==> config.mk <==
export PLATFORM = sky130hd
export DESIGN_NAME = memory_arbiter
export DESIGN_NICKNAME = d
export VERILOG_FILES = /design/src/rtl/memory_arbiter.sv
export SDC_FILE = /design/constraint.sdc
export NUM_CORES = 1
export LEC_CHECK = 0
export ABC_CLOCK_PERIOD_IN_PS = 2400
export BUFFER_PORTS_ARGS = -buffer_cell sky130_fd_sc_hd__buf_2
export CAP_MARGIN = 40
export CORE_ASPECT_RATIO = 0.6
export CORE_MARGIN = 1
export CORE_UTILIZATION = 45
export DETAILED_ROUTE_END_ITERATION = 12
export PLACE_DENSITY = 0.85
export SYNTH_ARGS = -nofsm -noshare
export SYNTH_HDL_FRONTEND = slang
export SYNTH_SLANG_ARGS = --single-unit
==> constraint.sdc <==
create_clock -name CLK -period 2.4 [get_ports CLK]
set_clock_uncertainty 0.2 [all_clocks]
set_input_delay 0.48 -clock CLK [delete_from_list [all_inputs] [get_ports CLK]]
set_output_delay 0.48 -clock CLK [all_outputs]
set_load 0.05 [all_outputs]
==> src/rtl/memory_arbiter.sv <==
// memory_arbiter: shares one RAM port between instruction fetch and data access, data first,
// with a sticky timeout error. Optional perf counters are enabled by defining MEM_ARB_PERF_CNT_EN.
module memory_arbiter #(
  parameter int TIMEOUT = 255,
  parameter int CNT_W   = 8
) (
  input  logic        CLK,
  input  logic        RST,
  input  logic        iREN,
  input  logic [31:0] iaddr,
  input  logic        dREN,
  input  logic        dWEN,
  input  logic [31:0] daddr,
  input  logic [31:0] dstore,
  input  logic [31:0] ramload,
  input  logic        ram_ready,
  output logic        iwait,
  output logic        dwait,
  output logic [31:0] iload,
  output logic [31:0] dload,
  output logic        ramREN,
  output logic        ramWEN,
  output logic [31:0] ramaddr,
  output logic [31:0] ramstore,
  output logic        mem_err,
  output logic [31:0] icount,
  output logic [31:0] dcount
);

  // state  | meaning
  // IDLE   | no access in flight; data request wins over instruction
  // DATA   | data read/write on the RAM port
  // INSTR  | instruction fetch on the RAM port
  // DONE_D | dwait low for this single cycle
  // DONE_I | iwait low for this single cycle
  // ERROR  | access timed out; only RST leaves
  typedef enum logic [2:0] {IDLE, DATA, INSTR, DONE_D, DONE_I, ERROR} state_t;

  // cyc counts completed access cycles, so the last allowed one is TIMEOUT-1
  localparam logic [CNT_W-1:0] LAST_CYC = CNT_W'(TIMEOUT - 1);

  state_t           state;
  logic [CNT_W-1:0] cyc;
  logic             d_write;

  assign dwait = (state != DONE_D);
  assign iwait = (state != DONE_I);

  always_ff @(posedge CLK) begin
    if (RST) begin
      state    <= IDLE;
      cyc      <= '0;
      d_write  <= 1'b0;
      ramREN   <= 1'b0;
      ramWEN   <= 1'b0;
      ramaddr  <= '0;
      ramstore <= '0;
      iload    <= '0;
      dload    <= '0;
      mem_err  <= 1'b0;
    end else begin
      unique case (state)
        IDLE: begin
          cyc <= '0;
          if (dREN | dWEN) begin
            state    <= DATA;
            d_write  <= dWEN;
            ramREN   <= ~dWEN;
            ramWEN   <= dWEN;
            ramaddr  <= daddr;
            ramstore <= dstore;
          end else if (iREN) begin
            state   <= INSTR;
            ramREN  <= 1'b1;
            ramWEN  <= 1'b0;
            ramaddr <= iaddr;
          end
        end
        DATA, INSTR: begin
          if (ram_ready) begin
            ramREN <= 1'b0;
            ramWEN <= 1'b0;
            if (state == INSTR) begin
              iload <= ramload;
              state <= DONE_I;
            end else begin
              if (!d_write) dload <= ramload;
              state <= DONE_D;
            end
          end else if (cyc == LAST_CYC) begin
            ramREN  <= 1'b0;
            ramWEN  <= 1'b0;
            mem_err <= 1'b1;
            state   <= ERROR;
          end else begin
            cyc <= cyc + 1'b1;
          end
        end
        DONE_D, DONE_I: state <= IDLE;
        ERROR: begin
          ramREN  <= 1'b0;
          ramWEN  <= 1'b0;
          mem_err <= 1'b1;
        end
        default: state <= IDLE;
      endcase
    end
  end

`ifdef MEM_ARB_PERF_CNT_EN
  always_ff @(posedge CLK) begin
    if (RST) begin
      icount <= '0;
      dcount <= '0;
    end else begin
      if (state == DONE_I && icount != '1) icount <= icount + 32'd1;
      if (state == DONE_D && dcount != '1) dcount <= dcount + 32'd1;
    end
  end
`else
  assign icount = '0;
  assign dcount = '0;
`endif

endmodule

==> results of run 1 <==
-- through the flow --
stage	worst slack (ns)	util (%)
after detailed placement	0.289	56.4
after global routing	0.152	60.7
final	0.270	60.7
after floorplan	0.314	-
after CTS	0.268	60.7
after global placement	0.340	56.4
-- registers in the layout, indices dropped and copies added, names as in the netlist --
name / flops
ramstore: 32
cyc: 8
ramaddr: 32
iload: 32
d_write: 1
ramWEN: 1
ramREN: 1
state: 3
mem_err: 1
dload: 32
-- kinds of logic after synthesis --
kind of cell	Yosys count
AOI/OAI and AO/OA	162
xor gates and xnor gates	1
adders and majority gates	2
buffers and inverters	126
DFF	143
muxes	2
other	1
and+or+nand+nor	347
-- layout make-up --
cell class | instances | share of cell area [%]
multi-input combinational | 578 | 34.3
sequential | 143 | 36.2
clock inverter | 13 | 1.66
inverter | 5 | 0.238
timing repair buffer | 282 | 19.4
clock buffer | 19 | 5.48
tap | 170 | 2.69
-- per-layer routing --
metal / track usage [%] / wire (um) / vias up
met5: 0 / 0 / -
met4: 7.65 / 208 / 0
met3: 5.86 / 1280 / 17
met2: 37.2 / 7730 / 253
met1: 32.1 / 7560 / 2707
li1: - / - / 2969
-- cells in the final DEF, fill, tap and decap left out, drive strengths merged, types with 9 or more instances in the layout --
master / count
nand3: 9
inv: 10
a311oi: 32
clkbuf: 19
dfxtp: 143
nor2: 40
buf: 282
a21oi: 109
nand2: 269
conb: 64
-- power groups by stage --
stage,Combinational (uW),Clock (uW),Sequential [uW]
after detailed placement,3030,0,2940
after global placement,3000,0,2920
final,3030,2520,2890
after global routing,3220,2680,2930
after CTS,3030,2580,2890
after floorplan,1290,0,4000
-- tightest hold or removal path, cell delays in order --
cell and delay [ns]:
buf_2 0.09, nand2_1 0.04, a21oi_1 0.05
-- cell usage after synthesis, types with 4 or more instances --
| master | n | area share (%) |
|---|---|---|
| buf_2 | 7 | 0.58 |
| nand2_1 | 269 | 17 |
| nor3_1 | 5 | 0.41 |
| dfxtp_1 | 143 | 47 |
| a311oi_1 | 32 | 4.6 |
| nor2_1 | 40 | 2.5 |
| or3_1 | 5 | 0.52 |
| o2111ai_1 | 4 | 0.58 |
| nand3_1 | 9 | 0.74 |
| a21oi_1 | 109 | 9.0 |
| inv_1 | 5 | 0.31 |
| buf_4 | 69 | 8.5 |
| clkbuf_1 | 43 | 2.7 |
-- worst paths after layout --
kind                  endpoint  slack (ns)
setup / recovery         iwait        0.27
hold / removal    ramstore[31]         0.1
setup reg to reg        cyc[6]        0.27
hold reg to reg   ramstore[11]        0.25
==> metrics.md, run 1 <==
| Metric | Value |
|---|---|
| CTS clk-pin slew, worst paths | `0.07 ns` |
| Number of synthesis warnings | `0` |
| Min Hold Slack | `between 0.09 and 0.1 ns` |
| First-pass GRT wire length | `26600 um` |
| Starting density of the core | `46.6%` |
| Critical path's largest stage delay | `0.39 ns` |
| Fill count | `around 1200` |
| Horiz. Die Dim | `around 150 um` |
| Int Power | `4900 uW` |
| Initial drt markers | `425` |
| Clock buffer depth | `2` |
| Complex-gate fraction of the synthesized area | `16.4%` |
| Port bufs | `266` |
| Final setup violation count | `0` |
| Number of buffers created by CTS | `17` |
| Clock sinks | `between 100 and 150` |
| Cell Area, Placed | `7330 um^2` |
| Flops & latches, synth | `~140` |
| Cts hold-fix bufs | `0` |
| Crit path DAT | `1.45 ns` |
| Slew Viols, Final | `0` |
| Slowest cell on crit path | `or3_1` |
| Die height | `slightly above 90 um` |
| FFs w/ async S/R, synth | `0%` |
| CP top delay family | `simple AND/OR/NAND/NOR gates` |
| Routed Antenna Nets | `0` |
| Failing checks | `DRC` |
| Reg area | `2860 um^2` |
| Critical-path maximum fanout | `4` |
| Synth Area in Adders | `0.412%` |
| Setup Fix Bufs, Post-CTS | `0` |
| H-tree Lvls | `4` |
| Lkg Pwr | `approximately 0.0037 uW` |
| Multi-input logic area | `2710 um^2` |
| Routed wire length per instance | `between 10 and 15 um` |
| Syn_area_per_cell | `7.74 um^2` |
| Post-synth EDFFs | `0` |
| Pwr per Cell Area | `1070 nW/um^2` |
| # resized after CTS | `0` |
| Library cells used by synthesis | `41` |
| Critical path class | `reg -> out` |
| GRT Residual Overflow | `0` |
| Remaining DRCs | `34` |
| Crit start category | `flop` |
| Vias in the first global route | `5301` |
| Post-Route WL | `16800 um` |
| CORE AREA | `13000 um^2` |
| WP depth | `3` |
| Ports | `331` |
| Simple-Gate Fraction of Synth Area | `between 20 and 25%` |
| Drt via density | `4.91` |
| Mux share of post-synthesis cell area | `less than 1%` |
| Total power | `8440 uW` |
| Share of cells above drive strength 1 | `31.0%` |
| Number of max-cap violations | `0` |
| Logic pwr share | `35.9%` |
| Vias after detailed routing | `5946` |
| Worst Hold Path Cells | `3` |
| Clock power share | `between 20% and 30%` |
| Worst r2r src | `cyc[0]` |
| CTS root buf | `clkbuf_16` |
| Sequential element share of the synthesized area | `47.2%` |
| Placed insts | `about 1200` |
| Max rail drop VDD | `0.495 mV` |
| Die area | `14000 um^2` |
| Sequential share of power | `34.2%` |
| Endpoint type of the worst setup path | `output port` |
| Hold Crit Class | `in -> reg` |
| Initial antenna violation count | `0` |
| Main combinational cell family by area after synthesis | `simple AND/OR/NAND/NOR gates` |
| Shortest period the worst path allows | `2.13 ns` |
| Gr usage total | `23.7%` |
| Setup TNS | `0 ns` |
| Pin count of the biggest net entering global routing | `65` |
| Ys flop type | `dfxtp_1` |
| # nets final | `~1200` |
| Synth Instances | `roughly 800` |
| Num rows | `32` |
| DPL Wire Length | `12000 um` |
| CP required | `1.72 ns` |
| RSZ-0062 raised after global routing | `false` |
| Min-delay src | `dstore[31]` |
| Final Cycle Share | `approximately nine tenths` |
| Cells along the critical path | `inv_1, or3_1, buf_2` |
| Inserted Diodes | `0` |
| Post-route cell area | `7900 um^2` |
| CP Buf/Inv Count | `2` |
| Area growth, synth to finish | `30.1%` |
| Reg2Reg Depth | `6` |
| Global placement routability congestion | `approximately 0.85` |
| TritonRoute pass-1 iters | `9` |
| Status | `finished with violations` |
| Post-Synthesis Cell Area | `6070 um^2` |
| Non-filler cells, final | `1210` |
| CTS tree | `done` |
| Hold Fails Final Rpt | `0` |
| Clk_lat worst skew | `0.41 ns` |
| Post-Synth XOR/XNOR Area | `less than 1%` |
| CP Launch Point | `state[2]` |
| Fmax | `469 MHz` |
| Switching part of the total | `between 40 and 50%` |
| Sw Pwr | `3550 uW` |
No activity file was read; power rests on OpenSTA's default activity.
==> inputs of run 2 (changes only) <==
--- a/config.mk
+++ b/config.mk
@@ -9,9 +9,8 @@
 export BUFFER_PORTS_ARGS = -buffer_cell sky130_fd_sc_hd__buf_2
 export CAP_MARGIN = 40
-export CORE_ASPECT_RATIO = 0.6
-export CORE_MARGIN = 1
-export CORE_UTILIZATION = 45
+export CORE_AREA = 2 2 127 129
 export DETAILED_ROUTE_END_ITERATION = 12
-export PLACE_DENSITY = 0.85
+export DIE_AREA = 0 0 129 131
+export PLACE_DENSITY = 0.76
 export SYNTH_ARGS = -nofsm -noshare
 export SYNTH_HDL_FRONTEND = slang
==> constraint.sdc (replaced) <==
create_clock -name CLK -period 2.4 [get_ports CLK]
set_clock_uncertainty 0.2 [all_clocks]
set_input_delay 0.48 -clock CLK [delete_from_list [all_inputs] [get_ports CLK]]
set_output_delay 0.48 -clock CLK [all_outputs]
set_load 0.005 [all_outputs]
==> metrics.md, run 2 (same netlist as run 1, synthesis figures left out) <==
| Metric | Value |
|---|---|
| Critical-path maximum fanout | `7 (+3)` |
| Crit path DAT | `2.38 ns (+0.93 ns)` |
| Pin count of the biggest net entering global routing | `65 (unchanged)` |
| Ports | `331 (unchanged)` |
| Share of cells above drive strength 1 | `31.2% (+0.19 points)` |
| Layout Utilization | `51.4% (-9.3 points)` |
| H-tree Lvls | `4 (unchanged)` |
| Max rail drop VDD | `0.503 mV (+1.8%)` |
| Critical path class | `reg -> reg` |
| CP top delay family | `simple AND/OR/NAND/NOR gates` |
| Initial drt markers | `279 (-34%)` |
| Initial antenna violation count | `2 (+2)` |
| Commonest non-fill, non-tap cell in the layout | `nand2_1` |
| Clock buffer depth | `2 (unchanged)` |
| Port bufs | `266 (unchanged)` |
| Hold Crit Class | `in -> reg` |
| Clk_lat worst skew | `0.41 ns (about the same)` |
| GRT Residual Overflow | `0 (unchanged)` |
| CP Buf/Inv Count | `1 (-1)` |
| CORE AREA | `15600 um^2 (+20%)` |
| Die area | `16900 um^2 (+21%)` |
| CTS root buf | `clkbuf_16` |
| Num rows | `46 (+44%)` |
| Worst Hold Path Cells | `3 (unchanged)` |
| Slowest cell on crit path | `or4_1` |
| Fmax | `446 MHz (-5.0%)` |
| Setup ws final | `0.157 ns (-0.113 ns)` |
| First-pass GRT wire length | `25700 um (-3.5%)` |
| Commonest non-fill, non-tap cells in the layout | `nand2_1, buf_2, dfxtp_1` |
| Final Cycle Share | `93.5% (+4.7 points)` |
| Pwr per Cell Area | `933 nW/um^2 (-13%)` |
| Setup Fix Bufs, Post-CTS | `0 (unchanged)` |
| Shortest period the worst path allows | `2.24 ns (+0.113 ns)` |
| Cells along the critical path | `inv_1, ha_1, and3_1, a2111o_1, or4_1, a31oi_1` |
| Die height | `131 um (+42%)` |
| Vias after detailed routing | `5915 (-0.52%)` |
| Hold Fails Final Rpt | `0 (unchanged)` |
| Reg2Reg Depth | `6 (unchanged)` |
| Number of buffers created by CTS | `17 (unchanged)` |
| CP required | `2.54 ns (+0.82 ns)` |
| Setup TNS | `0 ns (unchanged)` |
| Routed Antenna Nets | `0 (unchanged)` |
| TritonRoute pass-1 iters | `4 (-5)` |
| Critical path's largest stage delay | `0.50 ns (+0.11 ns)` |
| Global placement routability congestion | `0.902 (+5.8%)` |
| Clock sinks | `143 (unchanged)` |
| Post-Route WL | `17400 um (+3.7%)` |
| Vias in the first global route | `5181 (-2.3%)` |
| CTS clk-pin slew, worst paths | `0.06 ns (about the same)` |
| # nets final | `1163 (unchanged)` |
| WP depth | `6 (+3)` |
| CTS tree | `done` |
| Drt via density | `4.70 (-4.3%)` |
| R2r setup slk | `0.16 ns (-0.11 ns)` |
| Remaining DRCs | `0 (-100%)` |
| Routed wire length per instance | `13.8 um (-0.27%)` |
| DPL Wire Length | `12300 um (+2.3%)` |
| Lkg Pwr | `0.00373 uW (+0.88%)` |
| Slew Viols, Final | `0 (unchanged)` |
| Number of max-cap violations | `0 (unchanged)` |
| Horiz. Die Dim | `129 um (-15%)` |
| Starting density of the core | `38.9% (-7.7 points)` |
| Final setup violation count | `0 (unchanged)` |
| Area growth, synth to finish | `32.1%` |
| Status | `finished clean` |
| Gr usage total | `19.3% (-4.4 points)` |
| RSZ-0062 raised after global routing | `false` |
| Crit start category | `flop` |
| Setup WS pre-CTS | `0.187 ns (-0.102 ns)` |
| Endpoint type of the worst setup path | `flop` |
==> run 2: changes by cell type in the layout (fill, tap and decap cells not counted), sizes merged <==
cell,change
clkbuf,-1
diode,+2
clkinvlp,-1
clkinv,-1
bufinv,+3
==> run 2: worst paths after layout <==
kind | startpoint | endpoint
setup / recovery | cyc[0] | cyc[6]
hold / removal | dstore[29] | ramstore[29]
setup reg to reg | cyc[0] | cyc[6]
hold reg to reg | dload[29] | dload[29]
==> run 2: per-layer routing <==
| metal | up-vias | routed length (um) | global-route usage (%) |
|---|---|---|---|
| li1 | 2963 | - | - |
| met4 | 0 | 458 | 9.85 |
| met2 | 257 | 8270 | 30.7 |
| met1 | 2665 | 6940 | 22.6 |
| met5 | - | 0 | 0 |
| met3 | 30 | 1740 | 7.94 |
==> run 2: repair_timing <==
item / CTS / global route
setup endpoints to repair: 0 / 1
hold buffers: 0 / 0
endpoints found under the hold margin: 0 / 0
gates resized for setup: 0 / 1
==> run 2: where the power goes <==
part           internal [uW]  leakage [uW]  switching (uW)
clock                   1760      0.000296            1100
sequential              2710       0.00117             192
combinational            712       0.00226            1000
==> run 2: metrics by stage <==
stage	instances	hold slack [ns]	cell area, um^2	total power [uW]
2_1_floorplan	847	0.238	6300	4020
3_3_place_gp	1224	0.235	7380	4640
3_5_place_dp	1224	0.243	7380	4670
4_1_cts	1256	0.0716	8010	7550
5_1_grt	1258	0.0863	8020	7900
6_report	1258	0.0939	8020	7480
==> run 2: area by class of cell <==
cell class,instances,area (um^2)
fill,1532,7580
sequential,143,2860
multi-input combinational,578,2710
timing repair buffer,282,1520
clock buffer,18,429
tap,216,270
clock inverter,14,205
inverter,5,18.8
antenna,2,5.00
==> run 2: worst min-delay path, delay by kind of cell <==
family	cells	cell delay, ns
compound gates	1	0.05
simple gates	1	0.04
buf+inv	1	0.09
